**src/rtl/display_pkg.sv**
```systemverilog
// Shared types and constants for the seven-segment display scheduler.
// The BCD nibble helper is used by the double-dabble step.
package display_pkg;

    localparam int DIGIT_W   = 4;
    localparam int CONV_BITS = 14;
    localparam int BCD_W     = 4 * DIGIT_W;

    localparam logic [CONV_BITS-1:0] MAX_DISPLAY = 14'd9999;

    localparam logic SRC_A = 1'b0;
    localparam logic SRC_B = 1'b1;

    typedef enum logic [1:0] {
        IDLE,
        CONVERT,
        HOLD
    } state_t;

    function automatic logic [DIGIT_W-1:0] add3(input logic [DIGIT_W-1:0] d);
        return (d >= DIGIT_W'(5)) ? d + DIGIT_W'(3) : d;
    endfunction

endpackage

```
**src/rtl/bcd_dabble_step.sv**
```systemverilog
// One combinational double-dabble iteration: add 3 to every BCD nibble >= 5,
// then shift {bcd, operand} left by one bit.
module bcd_dabble_step
    import display_pkg::*;
(
    input  logic [BCD_W-1:0]     bcd_in,
    input  logic [CONV_BITS-1:0] operand_in,
    output logic [BCD_W-1:0]     bcd_out,
    output logic [CONV_BITS-1:0] operand_out
);

    localparam int W = BCD_W + CONV_BITS;

    logic [BCD_W-1:0] adj;
    logic [W-1:0]     shifted;

    always_comb begin
        adj = '0;
        for (int i = 0; i < 4; i++) begin
            adj[i*DIGIT_W +: DIGIT_W] = add3(bcd_in[i*DIGIT_W +: DIGIT_W]);
        end
    end

    // The adjusted top bit is shifted out; a valid BCD value never sets it.
    assign shifted     = {adj, operand_in} << 1;
    assign bcd_out     = shifted[W-1 -: BCD_W];
    assign operand_out = shifted[CONV_BITS-1:0];

endmodule

```
**src/rtl/display_scheduler.sv**
```systemverilog
// Round-robin arbiter for the shared 4-digit display: grants one requester,
// saturates its value to 9999, converts to BCD and holds it for a dwell time.
module display_scheduler
    import display_pkg::*;
#(
    parameter int HOLD_CYCLES = 50_000_000,
    parameter int HOLD_W      = 26
) (
    input  logic                 clock,
    input  logic                 reset,
    input  logic                 req_a,
    input  logic [31:0]          data_a,
    output logic                 ack_a,
    input  logic                 req_b,
    input  logic [31:0]          data_b,
    output logic                 ack_b,
    output logic [DIGIT_W-1:0]   ones,
    output logic [DIGIT_W-1:0]   tens,
    output logic [DIGIT_W-1:0]   hundreds,
    output logic [DIGIT_W-1:0]   thousands,
    output logic                 overflow,
    output logic                 source,
    output logic                 update,
    output logic                 busy
);

    // Handshake: req_x is a level request; data_x must stay stable while req_x
    // is high. ack_x pulses for one cycle when data_x has been captured; a
    // requester that keeps req_x high afterwards is simply arbitrated again.

    state_t                 state;
    logic [BCD_W-1:0]       bcd;
    logic [CONV_BITS-1:0]   operand;
    logic [3:0]             iter;
    logic                   pend_ovf;
    logic                   pend_src;
    logic                   last_grant;
    logic [HOLD_W-1:0]      hold_cnt;

    logic                   grant_b;
    logic [31:0]            grant_data;
    logic [BCD_W-1:0]       step_bcd;
    logic [CONV_BITS-1:0]   step_operand;

    always_comb begin
        grant_b    = req_b && (!req_a || (last_grant == SRC_A));
        grant_data = grant_b ? data_b : data_a;
    end

    bcd_dabble_step u_step (
        .bcd_in      (bcd),
        .operand_in  (operand),
        .bcd_out     (step_bcd),
        .operand_out (step_operand)
    );

    always_ff @(posedge clock) begin
        if (reset) begin
            state      <= IDLE;
            bcd        <= '0;
            operand    <= '0;
            iter       <= '0;
            pend_ovf   <= 1'b0;
            pend_src   <= SRC_A;
            last_grant <= SRC_B;
            hold_cnt   <= '0;
            ack_a      <= 1'b0;
            ack_b      <= 1'b0;
            ones       <= '0;
            tens       <= '0;
            hundreds   <= '0;
            thousands  <= '0;
            overflow   <= 1'b0;
            source     <= SRC_A;
            update     <= 1'b0;
            busy       <= 1'b0;
        end else begin
            ack_a  <= 1'b0;
            ack_b  <= 1'b0;
            update <= 1'b0;
            case (state)
                IDLE: begin
                    if (req_a || req_b) begin
                        ack_a      <= !grant_b;
                        ack_b      <= grant_b;
                        last_grant <= grant_b;
                        pend_src   <= grant_b;
                        if (grant_data > {{(32-CONV_BITS){1'b0}}, MAX_DISPLAY}) begin
                            operand  <= MAX_DISPLAY;
                            pend_ovf <= 1'b1;
                        end else begin
                            operand  <= grant_data[CONV_BITS-1:0];
                            pend_ovf <= 1'b0;
                        end
                        bcd   <= '0;
                        iter  <= '0;
                        busy  <= 1'b1;
                        state <= CONVERT;
                    end
                end
                CONVERT: begin
                    bcd     <= step_bcd;
                    operand <= step_operand;
                    iter    <= iter + 4'd1;
                    // Last iteration goes straight to the digit registers.
                    if (iter == 4'(CONV_BITS - 1)) begin
                        ones      <= step_bcd[0*DIGIT_W +: DIGIT_W];
                        tens      <= step_bcd[1*DIGIT_W +: DIGIT_W];
                        hundreds  <= step_bcd[2*DIGIT_W +: DIGIT_W];
                        thousands <= step_bcd[3*DIGIT_W +: DIGIT_W];
                        overflow  <= pend_ovf;
                        source    <= pend_src;
                        update    <= 1'b1;
                        hold_cnt  <= HOLD_W'(HOLD_CYCLES);
                        state     <= HOLD;
                    end
                end
                HOLD: begin
                    if (hold_cnt == '0) begin
                        state <= IDLE;
                        busy  <= 1'b0;
                    end else begin
                        hold_cnt <= hold_cnt - HOLD_W'(1);
                    end
                end
                default: begin
                    state <= IDLE;
                    busy  <= 1'b0;
                end
            endcase
        end
    end

endmodule

```
**config.mk**
```make
export PLATFORM = sky130hd
export DESIGN_NAME = display_scheduler
export DESIGN_NICKNAME = d
export VERILOG_FILES = /design/src/rtl/display_pkg.sv /design/src/rtl/bcd_dabble_step.sv /design/src/rtl/display_scheduler.sv
export SDC_FILE = /design/constraint.sdc
export NUM_CORES = 1
export LEC_CHECK = 0
export CORE_MARGIN = 4
export CORE_UTILIZATION = 56
export DETAILED_ROUTE_END_ITERATION = 12
export GPL_ROUTABILITY_DRIVEN = 0
export PLACE_DENSITY_LB_ADDON = 0.08
export SYNTH_ARGS = -nofsm -noshare
export SYNTH_HDL_FRONTEND = slang
export SYNTH_SLANG_ARGS = --single-unit
```
**constraint.sdc**
```tcl
create_clock -name clock -period 4.2 [get_ports clock]
set_input_delay 0.84 -clock clock [delete_from_list [all_inputs] [get_ports clock]]
set_output_delay 0.84 -clock clock [all_outputs]
set_load 0.05 [all_outputs]
```
==> impl_metrics.ini <==
[run_status]
run_status = finished clean

[synthesis]
synth_top_area_frac = 0.393
synth_edf_count = 0
ys_warn_count = 0
synth-seq-cells = 87
yosysSeqAreaShare = 0.393
synthCells = 548
synthFlopType = dfxtp_1
synthDistinctLibCells = 52
synth_fp_nets = 627
syn_area_per_cell_um2 = 8.08
synth_area_um2 = 4430
synth.largest_area_cell = dfxtp_1
ys_top_cells_by_area = dfxtp_1 (39%), a21oi_1 (6.2%), nand2_1 (5.8%), nand3_1 (3.4%), ha_1 (3.1%)
synthArstFlopShare = 0

[placement]
portBuffers = 89
dp.final_hpwl_mm = 8.11

[layout]
fillers = 632
seq_area_um2 = 1740
drive_gt1_frac = 0.0672
syn2layout_area_growth_pct = 25.4
antenna-diode-count = 0
multi_input_area_um2 = 2500
layout_commonest_cell = clkdlybuf4s50_1
layout_common_cells = clkdlybuf4s50_1 (88), dfxtp_1 (87), nand2_1 (68)
nets = 701

[clocking]
path_clk_slew_ns = 0.09
postCtsSetupBuffers = 0
cts_root_buf = clkbuf_8
insertion_delay_ns = 0.35
htreeDepth = 3
cts-resized-gates = 0
cts_buffers = 9
cts_buffer_depth = 2
cts_hold_buf = 0
cts_tree = built
cts_sinks = 87

[worst_setup_path]
endpoint_kind = register
crit_arrival_ns = 3.19
cp_slowest_cell = a21boi_2
crit_chain = clkdlybuf4s50_1 > a21boi_2 > and3_1 > nand3_1 > a211oi_1 > buf_4 > a41o_1
crit_required_ns = 4.48
max_stage_delay_ns = 0.67
cp-start-kind = input pin
critPathMaxFanout = 19
critPathKind = input pin to register

[sta]
period_share = 0.692
rsz0062_at_grt = no
fin_setup_tns_ns = 0
relSlewSlack = 0.345
hold_viol_final = 0
setup_violations = 0
fmax_mhz = 344
slew_viol_final = 0
worst_hold_slack_ns = 0.457
post-route-min-period_ns = 2.91
clock_skew_ns = 0.00928
tightest_slew_ns = 0.979

[floorplan]
die_h_um = 96.9
io_pins = 90
die_w_um = 96.9
core_area_um2 = 7730
initial_core_util = 0.573
die-area_um2 = 9400
rows = 32

[worst_hold_path]
hold_path.class = register to register

[global_route]
grt_pass1_wl_mm = 19.4
grt_max_degree = 65
grt_pass1_vias = 4273
antenna_found_initial = 0
grt-ovfl-total = 0
gr-usage-all-layers = 0.241

[power]
peakVddDrop_mv = 0.198
swShare = 0.251
internal-power_w = 0.00121
p_sw_w = 0.000405
seqPwrFrac = 0.529
power_frac_comb = 0.130
power.leakage_nw = 2.04
pwr-share-clk = 0.342
cellPowerDensity_nw_per_um2 = 291

[drt]
wl_met2_mm = 6.12
top_layer = met4
drtAntennaViolNets = 0
wl_met3_um = 378
drc = 0
post_drt_wl_per_cell_um = 15.8
finalWirelength_mm = 11.5
vias = 4351
via_per_inst = 5.98
drtIter0Drc = 225
wl_met1_mm = 4.87
first_pass_iters = 6

[run]
maxCapViolations = 0
path summary, 6_finish.rpt:
check                                                 end                startpoint  slack, ns  cells past startpoint
worst max register to register  hold_cnt[12]$_SDFFE_PP0P_  hold_cnt[0]$_SDFFE_PP0P_       1.65                      7
worst max-delay path             operand[12]$_SDFFE_PP0P_                     req_b       1.29                      7
worst min register to register       tens[2]$_SDFFE_PP0P_      tens[2]$_SDFFE_PP0P_       0.46                      2
worst min-delay path                 tens[2]$_SDFFE_PP0P_      tens[2]$_SDFFE_PP0P_       0.46                      2
per-stage QoR:
step	util	total power [W]	cell area, um2	setup slack (ns)	std cells
final	0.719	0.00162	5560	1.29	727
after global routing	0.719	0.00168	5560	1.15	727
after CTS	0.719	0.00162	5560	1.35	727
after detailed placement	0.696	0.00108	5380	0.983	713
after global placement	0.696	0.00108	5380	1.07	713
after floorplan	-	0.000977	4430	1.78	548
power by group through the flow:
stage,combinational (W),clock (W),sequential [W]
after floorplan,0.000100,0,0.000877
after global placement,0.000202,0,0.000873
after detailed placement,0.000207,0,0.000874
after CTS,0.000208,0.000559,0.000854
after global routing,0.000226,0.000596,0.000857
final,0.000209,0.000552,0.000854
synth_stat cells, types with 2 or more instances:
library cell and count:
a22oi_1 2, nand2b_1 7, mux2_2 3, a21o_1 2
a31oi_1 10, nand3_1 30, nand4_1 4, a31o_2 3
nor3b_1 6, and3_1 5, a311oi_1 2, ha_1 11
inv_1 15, nor4b_1 2, xor2_1 12, nand2_1 68
o211ai_1 10, o31ai_1 5, and2_1 5, a41o_1 7
nor3_1 19, a22o_1 2, nor4_1 13, or4_1 9
or2_2 5, a21oi_1 55, a211oi_1 10, clkbuf_1 32
buf_2 2, mux2i_1 8, o21ai_0 23, o21a_1 2
a221oi_1 7, or3_1 6, dfxtp_1 87, o2111ai_1 3
nor3_4 2, nor2_1 35, xnor2_1 6
cells by family after synthesis:
kind of cell               count (synthesis)  synth area share
buffers and inverters                     51            0.0438
and+or+nand+nor                          220             0.251
xor gates and xnor gates                  18            0.0356
adders and majority gates                 11            0.0311
AOI/OAI and AO/OA                        150             0.220
muxes                                     11            0.0257
DFF                                       87             0.393
cell type report:
class,instances,area share
clock buffers,10,0.0230
clock inverters,4,0.00878
inverters,16,0.0108
multi-input cells,410,0.450
flip-flops and latches,87,0.313
well taps,102,0.0230
repair buffers,98,0.172
worst max-delay path, delay by kind of cell:
kind	cells	cell delay, ns
compound gates	3	1.14
buf+inv	2	0.81
simple gates	2	0.38
flip-flops by register name, indices dropped and copies added, names as in the netlist:
name	cells
bcd	16
ack_b	1
pend_ovf	1
busy	1
ones	4
state	2
update	1
tens	4
last_grant	1
hundreds	4
hold_cnt	26
thousands	4
operand	14
overflow	1
ack_a	1
pend_src	1
source	1
iter	4
routing by layer:
metal	vias to the layer above	GRT usage
li1	2151	-
met1	2083	0.279
met2	99	0.447
met3	18	0.0497
met4	0	0.0648
met5	-	0
Note: power is estimated with default switching activity, not from simulation.
